==> src/rtl/tmr_pkg.sv <==
// Shared types and constants for the TMR fault-injection source and its voter.
package tmr_pkg;

  typedef enum logic [1:0] {
    IDLE   = 2'd0,
    DELAY  = 2'd1,
    INJECT = 2'd2
  } inj_state_t;

  localparam logic [1:0] LANE_NONE = 2'd0;
  localparam logic [1:0] LANE_1    = 2'd1;
  localparam logic [1:0] LANE_2    = 2'd2;
  localparam logic [1:0] LANE_3    = 2'd3;

  localparam int DEF_WIDTH = 4;
  localparam int DEF_CNT_W = 8;

  // bit 0 drives data_1, bit 2 drives data_3
  function automatic logic [2:0] lane_onehot(input logic [1:0] lane);
    case (lane)
      LANE_1:  return 3'b001;
      LANE_2:  return 3'b010;
      LANE_3:  return 3'b100;
      default: return 3'b000;
    endcase
  endfunction

endpackage

==> src/rtl/tmr_inj_ctrl.sv <==
// Injection campaign sequencer: latches the campaign config, counts clean and
// corrupt words on accepted handshakes only, and keeps a saturating tally.
//
//   state  | meaning
//   IDLE   | no campaign armed; inj_start with lane != 0 and len != 0 arms one
//   DELAY  | passing delay_cnt clean words before corruption begins
//   INJECT | every accepted word is corrupted on the latched lane
module tmr_inj_ctrl
  import tmr_pkg::*;
#(
  parameter int WIDTH = DEF_WIDTH,
  parameter int CNT_W = DEF_CNT_W
) (
  input  logic             clk,
  input  logic             rst,
  input  logic             accept,
  input  logic             inj_start,
  input  logic [1:0]       inj_lane,
  input  logic [WIDTH-1:0] inj_mask,
  input  logic [CNT_W-1:0] inj_delay,
  input  logic [CNT_W-1:0] inj_len,
  output logic [2:0]       corrupt_lane,
  output logic [WIDTH-1:0] mask,
  output logic             inj_active,
  output logic             inj_done,
  output logic [CNT_W-1:0] inj_count
);

  localparam logic [CNT_W-1:0] CNT_ONE = CNT_W'(1);

  inj_state_t       state;
  logic [1:0]       lane;
  logic [CNT_W-1:0] delay_cnt;
  logic [CNT_W-1:0] len_cnt;

  always_comb begin
    corrupt_lane = 3'b000;
    if (state == INJECT) corrupt_lane = lane_onehot(lane);
  end

  always_ff @(posedge clk or posedge rst) begin
    if (rst) begin
      state      <= IDLE;
      lane       <= LANE_NONE;
      mask       <= '0;
      delay_cnt  <= '0;
      len_cnt    <= '0;
      inj_active <= 1'b0;
      inj_done   <= 1'b0;
      inj_count  <= '0;
    end else begin
      inj_done <= 1'b0;
      if (accept && state == INJECT && inj_count != '1)
        inj_count <= inj_count + CNT_ONE;
      case (state)
        IDLE: begin
          // a word accepted alongside the start is still clean
          if (inj_start && inj_lane != LANE_NONE && inj_len != '0) begin
            lane      <= inj_lane;
            mask      <= inj_mask;
            delay_cnt <= inj_delay;
            len_cnt   <= inj_len;
            if (inj_delay == '0) begin
              state      <= INJECT;
              inj_active <= 1'b1;
            end else begin
              state <= DELAY;
            end
          end
        end
        DELAY: begin
          if (accept) begin
            delay_cnt <= delay_cnt - CNT_ONE;
            if (delay_cnt == CNT_ONE) begin
              state      <= INJECT;
              inj_active <= 1'b1;
            end
          end
        end
        INJECT: begin
          if (accept) begin
            len_cnt <= len_cnt - CNT_ONE;
            if (len_cnt == CNT_ONE) begin
              state      <= IDLE;
              inj_active <= 1'b0;
              inj_done   <= 1'b1;
            end
          end
        end
        default: begin
          state      <= IDLE;
          inj_active <= 1'b0;
        end
      endcase
    end
  end

endmodule

==> src/rtl/tmr_fault_injector.sv <==
// Source side of the TMR voter path: one-slot output register feeding three
// replicas, one of which may be XOR-corrupted by the injection controller.
module tmr_fault_injector
  import tmr_pkg::*;
#(
  parameter int WIDTH = DEF_WIDTH,
  parameter int CNT_W = DEF_CNT_W
) (
  input  logic             clk,
  input  logic             rst,
  input  logic             in_valid,
  output logic             in_ready,
  input  logic [WIDTH-1:0] in_data,
  input  logic             inj_start,
  input  logic [1:0]       inj_lane,
  input  logic [WIDTH-1:0] inj_mask,
  input  logic [CNT_W-1:0] inj_delay,
  input  logic [CNT_W-1:0] inj_len,
  output logic             out_valid,
  input  logic             out_ready,
  output logic [WIDTH-1:0] data_1,
  output logic [WIDTH-1:0] data_2,
  output logic [WIDTH-1:0] data_3,
  output logic             inj_active,
  output logic             inj_done,
  output logic [CNT_W-1:0] inj_count
);

  logic             accept;
  logic [2:0]       corrupt_lane;
  logic [WIDTH-1:0] mask;

  assign in_ready = !out_valid || out_ready;
  assign accept   = in_valid && in_ready;

  tmr_inj_ctrl #(
    .WIDTH (WIDTH),
    .CNT_W (CNT_W)
  ) u_ctrl (
    .clk          (clk),
    .rst          (rst),
    .accept       (accept),
    .inj_start    (inj_start),
    .inj_lane     (inj_lane),
    .inj_mask     (inj_mask),
    .inj_delay    (inj_delay),
    .inj_len      (inj_len),
    .corrupt_lane (corrupt_lane),
    .mask         (mask),
    .inj_active   (inj_active),
    .inj_done     (inj_done),
    .inj_count    (inj_count)
  );

  always_ff @(posedge clk or posedge rst) begin
    if (rst) begin
      out_valid <= 1'b0;
      data_1    <= '0;
      data_2    <= '0;
      data_3    <= '0;
    end else if (accept) begin
      out_valid <= 1'b1;
      data_1    <= in_data ^ ({WIDTH{corrupt_lane[0]}} & mask);
      data_2    <= in_data ^ ({WIDTH{corrupt_lane[1]}} & mask);
      data_3    <= in_data ^ ({WIDTH{corrupt_lane[2]}} & mask);
    end else if (out_ready) begin
      out_valid <= 1'b0;
    end
  end

endmodule
==> config.mk <==
export PLATFORM = sky130hd
export DESIGN_NAME = tmr_fault_injector
export DESIGN_NICKNAME = d
export VERILOG_FILES = /design/src/rtl/tmr_pkg.sv /design/src/rtl/tmr_inj_ctrl.sv /design/src/rtl/tmr_fault_injector.sv
export SDC_FILE = /design/constraint.sdc
export NUM_CORES = 1
export LEC_CHECK = 0
export ABC_AREA = 0
export CAP_MARGIN = 20
export CORE_MARGIN = 8
export CORE_UTILIZATION = 55
export CTS_CLUSTER_DIAMETER = 40
export DETAILED_ROUTE_END_ITERATION = 8
export HOLD_SLACK_MARGIN = 0.03
export PLACE_DENSITY_LB_ADDON = 0.1
export SYNTH_ARGS = -nofsm -noshare
export SYNTH_HDL_FRONTEND = slang
export SYNTH_HIERARCHICAL = 1
export SYNTH_SLANG_ARGS = --single-unit
==> constraint.sdc <==
create_clock -name clk -period 4.84 [get_ports clk]
set_clock_uncertainty 0.2 [all_clocks]
set_input_delay 0.968 -clock clk [delete_from_list [all_inputs] [get_ports clk]]
set_output_delay 0.968 -clock clk [all_outputs]
set_load 0.01 [all_outputs]
==> flow_summary.yaml, run 1 <==
status:
  status: "completed"
global_route:
  grt_pass1_wl_um: 10400
  grt_max_degree: 35
  grt_overflow_total: 0
  grt_usage: 0.1750
  antenna_found_initial: 0
  grt_pass1_vias: 2263
synth:
  synth_simple_gate_area_frac: 0.1781
  yosysWarningCount: 6
  synth_area_sq_um: 2663
  ys_ff_latch: 47
  synthXorXnorAreaFrac: 0.06250
  postSynthCellCount: 266
  yosys.area.top_type: "dfrtp_1"
  synth_top_family_by_area: "compound AO/OA/AOI/OAI gates"
  synthDominantCellAreaShare: 0.4417
  ys.flop_type: "dfrtp_1"
  ys_seq_area_frac: 0.4417
  synth_enable_flop_cells: 0
  syn_nets: 302
  muxShareOfSynthArea: 0.03289
  syn_area_per_cell_sq_um: 10.01
  synth.distinct_cells: 55
  synthTopCellsByArea: "dfrtp_1, xor2_1, nand2_1, a21oi_1, a21oi_2"
  synthArstFlopShare: 1.000
  synth_compound_area_frac: 0.2246
  synth_fa_ha_area_frac: 0.02350
power:
  intPower_uw: 875.6
  ir_worst_vdd_uv: 276.8
  clkPwrFrac: 0.265
  leakage_uw: 0.001330
  comb_power_share: 0.258
  p_per_area_nw_per_um2: 382.8
  p_seq_frac: 0.477
  power.switching_uw: 407.0
  power_uw: 1283
  swShare: 0.3173
hold_path:
  holdPathStages: 1
  hold_path_class: "reg2reg"
  min_from: "u_ctrl/inj_count[6]$_DFFE_PP0P_"
  hold_end: "u_ctrl/inj_count[6]$_DFFE_PP0P_"
floorplanning:
  coreArea_sq_um: 4692
  dieArea_sq_um: 7323
  initial_utilization: 0.5675
  num_io_pins: 55
  die_width_um: 85.58
  num_rows: 25
  dieHeight_um: 85.58
worst_setup_path:
  worstPathRequired_ps: 3670
  worst_r2r_path_depth: 6
  r2r_setup_slack_ps: 2410
  r2r_start: "u_ctrl/state[1]$_DFFE_PP0P_"
  critPathKind: "in2out"
  reg2reg_to: "data_2[0]$_DFFE_PP0P_"
  startpoint_type: "primary input"
  cp-end-kind: "primary output"
  startpoint: "out_ready"
  worstPathArrival_ps: 2200
  crit_fanout: 15
clock_tree:
  clock-root-buffer: "clkbuf_8"
  cts_setup_buffers: 0
  clkLatencyLatePin_ps: 300
  cts_resized: 0
  hold_buffers: 0
  numCtsBuffers: 5
  clk_pin_slew_ps: 80
  clockBufferDepth: 2
  cts_tree: "built"
  cts_sinks: 47
  htree_levels: 2
routing:
  routed_wirelength_um: 6315
  wl_per_cell_um: 17.02
  first_pass_iters: 4
  vias_per_cell: 6.137
  num_vias: 2277
  drc: 0
  drt_iter0_markers: 107
  drtAntennaViolNets: 0
place:
  post-place-cells: 363
  gp_routability_congestion: 0.9149
  portBuffers: 54
  hpwl_um: 4579
  place_ws_ps: 1294
sta:
  setup_viol: 0
  timing.final.crit_share: 0.6953
  slew-limit-headroom: 0.5448
  max_freq_ghz: 0.2972
  rsz0062_at_grt: "no"
  tns_ps: 0
  tightestPinTransition_ps: 682.8
  period_needed_ps: 3365
  final_max_slew_viol_count: 0
  hold_viol: 0
  setup_slack_ps: 1475
final_layout:
  final_cells: 371
  drive_gt1_frac: 0.08833
  area_growth_syn_to_layout_pct: 25.85
  diodes: 0
  nNetsFinal: 352
  fillers: 359
job:
  max_cap_viol_count: 0
[metal layers]
layer  routed length, um  vias up  GRT usage
met3                 368       10    0.04298
met1                2773     1112     0.2169
met4                  85        0    0.07166
met2                3088       67     0.2842
met5                   0        -          0
li1                    -     1088          -
[synth_stat cells (5+ instances only)]
master / number
a21oi_1: 19
a21oi_2: 9
a221oi_1: 7
clkbuf_1: 6
dfrtp_1: 47
ha_1: 5
inv_1: 10
mux2_1: 6
nand2_1: 30
nand3_1: 6
nor2_1: 12
nor3_1: 8
nor4_1: 5
o21ai_0: 6
xor2_1: 15
[cell type report]
| type | count | area (sq um) | share of cell area |
|---|---|---|---|
| clock buffer | 6 | 72.57 | 0.02166 |
| sequential | 47 | 1176 | 0.3510 |
| multi-input combinational | 197 | 1389 | 0.4145 |
| timing repair buffer | 55 | 548.0 | 0.1636 |
| clock inverter | 2 | 60.06 | 0.01792 |
| inverter | 10 | 37.54 | 0.01120 |
| tap | 54 | 67.56 | 0.02016 |
[power by group through the flow]
stage | clock, uW | combinational, uW | sequential, uW
detailed placement | 0 | 329 | 611
finish | 340 | 330 | 612
floorplan | 0 | 219 | 592
CTS | 351 | 330 | 607
global route | 364 | 367 | 628
global placement | 0 | 320 | 608
[cells in the final DEF (no fill, tap or decap), drive strengths merged, types with 3 or more instances in the layout]
cell / Yosys / layout
a211oi: 4 / 4
xnor2: 4 / 4
a2bb2oi: 4 / 4
and3: 4 / 4
nand2: 30 / 30
nor3: 8 / 8
a21oi: 28 / 28
nand2b: 3 / 3
xor2: 15 / 15
o221a: 3 / 3
clkdlybuf4s50: 0 / 54
nand4: 4 / 4
inv: 10 / 10
mux2: 6 / 6
o21ai: 7 / 7
nor2b: 4 / 4
dfrtp: 47 / 47
o22ai: 4 / 4
or4: 5 / 5
o211ai: 3 / 3
nor2: 12 / 12
ha: 5 / 5
clkbuf: 6 / 6
nand3: 6 / 6
nor4: 5 / 5
a221oi: 7 / 7
[worst max path at each step]
stage	endpoint	slack, ps
detailed placement	u_ctrl/inj_count[6]$_DFFE_PP0P_	1290
finish	in_ready	1470
global placement	u_ctrl/delay_cnt[1]$_DFFE_PP0P_	1390
global route	u_ctrl/inj_count[6]$_DFFE_PP0P_	1390
CTS	in_ready	1460
floorplan	u_ctrl/len_cnt[5]$_DFFE_PP0P_	2210
[stage by stage]
step / hold slack (ps) / area, sq um / utilization
2_1_floorplan: 287.1 / 2663 / -
3_3_place_gp: 284.1 / 3218 / 0.6859
3_5_place_dp: 301.9 / 3218 / 0.6859
4_1_cts: 316.7 / 3351 / 0.7141
5_1_grt: 330.9 / 3351 / 0.7141
6_report: 312.6 / 3351 / 0.7141
[critical path, stage by stage]
cell             delay [ps]
clkdlybuf4s50_1         460
nand2b_4                210
clkdlybuf4s50_1         560
[state kept, by name, summed over array words and instances, names as in the netlist]
register,count
u_ctrl/len_cnt,8
out_valid,1
data_1,4
data_3,4
data_2,4
u_ctrl/mask,4
u_ctrl/inj_active,1
u_ctrl/inj_count,8
u_ctrl/delay_cnt,8
u_ctrl/state,2
u_ctrl/inj_done,1
u_ctrl/lane,2
[logic make-up after synthesis]
| family | count (synthesis) |
|---|---|
| AND/OR/NAND/NOR | 89 |
| AO/OA/AOI/OAI | 76 |
| flip-flops | 47 |
| buffers and inverters | 22 |
| XOR/XNOR | 19 |
| multiplexers | 8 |
| adder cells (fa/ha/maj) | 5 |
(Power assumes the default switching activity.)
==> run 2, diff against run 1 <==
--- a/config.mk
+++ b/config.mk
@@ -8,7 +8,7 @@
 export ABC_AREA = 0
 export CAP_MARGIN = 20
 export CORE_MARGIN = 8
-export CORE_UTILIZATION = 55
+export CORE_UTILIZATION = 51
 export CTS_CLUSTER_DIAMETER = 40
 export DETAILED_ROUTE_END_ITERATION = 8
 export HOLD_SLACK_MARGIN = 0.03
==> constraint.sdc (replaced) <==
create_clock -name clk -period 3.4 [get_ports clk]
set_clock_uncertainty 0.2 [all_clocks]
set_input_delay 0.68 -clock clk [delete_from_list [all_inputs] [get_ports clk]]
set_output_delay 0.68 -clock clk [all_outputs]
set_load 0.01 [all_outputs]
==> flow_summary.yaml, run 2 (synthesized netlist as in run 1, its figures left out) <==
status:
  status: "completed"
global_route:
  antenna_found_initial: 0
  grt_usage: 0.1650
  grt_max_degree: 35
  grt_overflow_total: 0
  grt_pass1_wl_um: 10310
  grt_pass1_vias: 2190
sta:
  slew-limit-headroom: 0.5122
  hold_viol: 0
  final_max_slew_viol_count: 0
  timing.final.crit_share: 0.8226
  tns_ps: 0
  setup_viol: 0
  max_freq_ghz: 0.3576
  period_needed_ps: 2797
  tightestPinTransition_ps: 726.1
  rsz0062_at_grt: "no"
clock_tree:
  numCtsBuffers: 5
  cts_tree: "built"
  clk_pin_slew_ps: 90
  clockBufferDepth: 2
  cts_resized: 0
  clkLatencyLatePin_ps: 290
  clock-root-buffer: "clkbuf_8"
  cts_sinks: 47
  htree_levels: 2
  hold_buffers: 0
  cts_setup_buffers: 0
routing:
  routed_wirelength_um: 6271
  drtAntennaViolNets: 0
  drt_iter0_markers: 71
  drc: 0
  first_pass_iters: 4
  num_vias: 2272
  wl_per_cell_um: 15.96
  vias_per_cell: 5.781
worst_setup_path:
  critPathBufInv: 2
  cpMostUsedCell: "clkdlybuf4s50_1"
  crit_fanout: 15
  path_delay_family: "buffers and inverters"
  worstPathCellList: "clkdlybuf4s50_1, nand2b_4, clkdlybuf4s50_1"
  startpoint_type: "primary input"
  cp-end-kind: "primary output"
  cp_slowest_stage_delay_ps: 570
  critPathSlowestCell: "clkdlybuf4s50_1"
  critPathKind: "in2out"
  worstPathArrival_ps: 1920
  worstPathRequired_ps: 2520
final_layout:
  final_area_sq_um: 3416
  final_common_cell: "clkdlybuf4s50_1"
  top_regs: "u_ctrl/delay_cnt x8, u_ctrl/inj_count x8, u_ctrl/len_cnt x8"
  drive_gt1_frac: 0.1053
  area_growth_syn_to_layout_pct: 28.29
  diodes: 0
  fillers: 418
  final_cell_mix: "clkdlybuf4s50_1, dfrtp_1, nand2_1, a21oi_1, xor2_1"
  final_cells: 393
  nNetsFinal: 358
floorplanning:
  coreArea_sq_um: 5075
  die_width_um: 88.26
  dieArea_sq_um: 7789
  num_io_pins: 55
  initial_utilization: 0.5247
  num_rows: 26
  dieHeight_um: 88.26
job:
  max_cap_viol_count: 0
place:
  portBuffers: 54
  post-place-cells: 385
  hpwl_um: 4601
  gp_routability_congestion: 0.9039
  placed_area_sq_um: 3283
power:
  leakage_uw: 0.001360
  ir_worst_vdd_uv: 303.4
  p_per_area_nw_per_um2: 531.1
hold_path:
  hold_path_class: "reg2reg"
-- run 2: layout make-up --
type / instances / area, sq um / share of cell area
multi-input cells: 197 / 1389 / 0.4066
clock buffers: 6 / 72.57 / 0.02125
flip-flops and latches: 47 / 1176 / 0.3443
well taps: 70 / 87.58 / 0.02564
repair buffers: 61 / 593.1 / 0.1736
clock inverters: 2 / 60.06 / 0.01758
inverters: 10 / 37.54 / 0.01099
-- run 2: report_power, final --
| part | total (uW) | internal, uW | switching, uW |
|---|---|---|---|
| Combinational | 468 | 251 | 217 |
| Clock | 481 | 294 | 187 |
| Sequential | 865 | 704 | 161 |
| Total | 1810 | 1250 | 565 |
-- run 2: routing by layer --
layer,track usage,vias to the layer above,share of wire
li1,-,1102,-
met1,0.2155,1096,0.45
met3,0.03157,2,0.065
met2,0.2749,72,0.48
met4,0.03533,0,0.0043
met5,0,-,0
-- run 2: worst paths after layout --
path                       slack [ps]                             from                               to  cells past startpoint
min                               310  u_ctrl/inj_count[6]$_DFFE_PP0P_  u_ctrl/inj_count[6]$_DFFE_PP0P_                      1
max reg2reg                      1060      u_ctrl/state[0]$_DFFE_PP0P_       u_ctrl/lane[1]$_DFFE_PP0P_                      4
min reg2reg                       310  u_ctrl/inj_count[6]$_DFFE_PP0P_  u_ctrl/inj_count[6]$_DFFE_PP0P_                      1
max in group asynchronous        2040                              rst  u_ctrl/inj_count[1]$_DFFE_PP0P_                      3
max                               600                        out_ready                         in_ready                      3
min in group asynchronous         530                              rst            data_3[2]$_DFFE_PP0P_                      2
-- run 2: stage by stage --
stage            util  setup slack [ps]  hold WS, ps  power (uW)
2_1_floorplan       -              1063        287.1        1155
3_3_place_gp   0.6469             483.3        288.4        1325
3_5_place_dp   0.6469             423.7        297.7        1341
4_1_cts        0.6731             599.0        313.1        1828
5_1_grt        0.6731             562.9        329.5        1921
6_report       0.6731             603.2        306.0        1814
==> run 3, diff against run 2 <==
==> constraint.sdc (replaced) <==
create_clock -name clk -period 2.9 [get_ports clk]
set_clock_uncertainty 0.2 [all_clocks]
set_input_delay 0.58 -clock clk [delete_from_list [all_inputs] [get_ports clk]]
set_output_delay 0.58 -clock clk [all_outputs]
set_load 0.01 [all_outputs]
==> flow_summary.yaml, run 3 (synthesized netlist as in run 1, its figures left out) <==
status:
  status: "completed"
global_route:
  grt_pass1_wl_um: 10400
  grt_pass1_vias: 2200
  antenna_found_initial: 0
  grt_overflow_total: 0
  grt_usage: 0.1685
  grt_max_degree: 35
floorplanning:
  initial_utilization: 0.5247
  coreArea_sq_um: 5075
  die_width_um: 88.26
  num_io_pins: 55
  dieHeight_um: 88.26
  dieArea_sq_um: 7789
  num_rows: 26
power:
  power_uw: 2135
  swShare: 0.3129
  ir_worst_vdd_uv: 328.3
  p_per_area_nw_per_um2: 622.4
  power.switching_uw: 668.1
  comb_power_share: 0.261
  clkPwrFrac: 0.264
  leakage_uw: 0.001368
  p_seq_frac: 0.475
  intPower_uw: 1467
sta:
  final_max_slew_viol_count: 0
  timing.final.crit_share: 0.8690
  tns_ps: 0
  setup_viol: 0
  slew-limit-headroom: 0.5262
  hold_viol: 0
  rsz0062_at_grt: "no"
  period_needed_ps: 2520
  tightestPinTransition_ps: 710.7
  timing.hold.ws_ps: 303.9
  max_freq_ghz: 0.3968
worst_setup_path:
  critPathKind: "in2reg"
  startpoint: "inj_len[6]"
  cp-end-kind: "flip-flop"
  r2r_start: "u_ctrl/state[0]$_DFFE_PP0P_"
  worstPathArrival_ps: 2510
  r2r_setup_slack_ps: 560
  startpoint_type: "primary input"
  crit_end: "u_ctrl/state[1]$_DFFE_PP0P_"
  worst_r2r_path_depth: 5
  worstPathRequired_ps: 2890
  reg2reg_to: "u_ctrl/delay_cnt[1]$_DFFE_PP0P_"
  crit_fanout: 11
routing:
  drtAntennaViolNets: 0
  first_pass_iters: 4
  num_vias: 2231
  routed_wirelength_um: 6267
  vias_per_cell: 5.648
  drc: 0
  drt_iter0_markers: 134
  wl_per_cell_um: 15.87
clock_tree:
  clock-root-buffer: "clkbuf_8"
  hold_buffers: 0
  clkLatencyLatePin_ps: 290
  cts_resized: 0
  cts_tree: "built"
  clk_pin_slew_ps: 90
  cts_setup_buffers: 0
  htree_levels: 2
  clockBufferDepth: 2
  numCtsBuffers: 5
  cts_sinks: 47
final_layout:
  fin_util: 0.6760
  drive_gt1_frac: 0.1108
  nNetsFinal: 360
  top_regs: "u_ctrl/delay_cnt x8, u_ctrl/inj_count x8, u_ctrl/len_cnt x8"
  area_growth_syn_to_layout_pct: 28.85
  final_area_sq_um: 3431
  final_cell_mix: "clkdlybuf4s50_1, dfrtp_1, nand2_1, a21oi_1, xor2_1"
  diodes: 0
  final_common_cell: "clkdlybuf4s50_1"
  fillers: 429
place:
  portBuffers: 54
  hpwl_um: 4679
  placed_area_sq_um: 3298
  gp_routability_congestion: 0.8660
job:
  max_cap_viol_count: 0
hold_path:
  hold_path_class: "reg2reg"
  min_from: "u_ctrl/inj_count[7]$_DFFE_PP0P_"
## run 3: changes by cell type in the layout (fill, tap and decap cells not counted), sizes merged
| cell | change |
|---|---|
| buf | +2 |
## run 3: worst max-delay path, stage by stage
cell	delay [ps]
clkdlybuf4s50_1	410
or4_1	610
o221ai_4	190
buf_4	220
a21oi_1	230
a22o_1	250
## run 3: power by group through the flow
stage / clock network (uW) / logic (uW) / registers (uW)
after global placement: 0 / 542 / 1010
final: 564 / 557 / 1010
after global routing: 611 / 619 / 1040
after floorplan: 0 / 366 / 987
after detailed placement: 0 / 560 / 1020
after CTS: 580 / 561 / 1010
## run 3: area by class of cell
cell class | count | area (sq um) | area share
clock inverter | 2 | 60.06 | 0.01751
clock buffer | 6 | 72.57 | 0.02115
inverter | 10 | 37.54 | 0.01094
timing repair buffer | 63 | 608.1 | 0.1772
sequential | 47 | 1176 | 0.3428
multi-input combinational | 197 | 1389 | 0.4048
tap | 70 | 87.58 | 0.02553
## run 3: worst min-delay path by stage
| stage | endpoint | slack [ps] | depth (start not counted) |
|---|---|---|---|
| after detailed placement | u_ctrl/inj_count[7]$_DFFE_PP0P_ | 290 | 1 |
| after CTS | u_ctrl/inj_count[7]$_DFFE_PP0P_ | 300 | 1 |
| after floorplan | data_1[0]$_DFFE_PP0P_ | 260 | 1 |
| after global routing | u_ctrl/inj_count[7]$_DFFE_PP0P_ | 340 | 1 |
| final | u_ctrl/inj_count[7]$_DFFE_PP0P_ | 300 | 1 |
| after global placement | u_ctrl/inj_count[7]$_DFFE_PP0P_ | 290 | 1 |
## run 3: layer usage
metal | GRT usage | part of all wire | vias to the layer above | wire length (um)
li1 | - | - | 1101 | -
met1 | 0.2222 | 0.45 | 1064 | 2794
met2 | 0.2743 | 0.49 | 62 | 3043
met3 | 0.04085 | 0.064 | 4 | 399
met4 | 0.03226 | 0.0046 | 0 | 29
met5 | 0 | 0 | - | 0
## run 3: metrics by stage
stage / std cells / worst slack, ps
6_report: 395 / 379.9
3_3_place_gp: 387 / 123.4
5_1_grt: 395 / 314.8
3_5_place_dp: 387 / 93.33
4_1_cts: 395 / 384.6
2_1_floorplan: 266 / 662.9
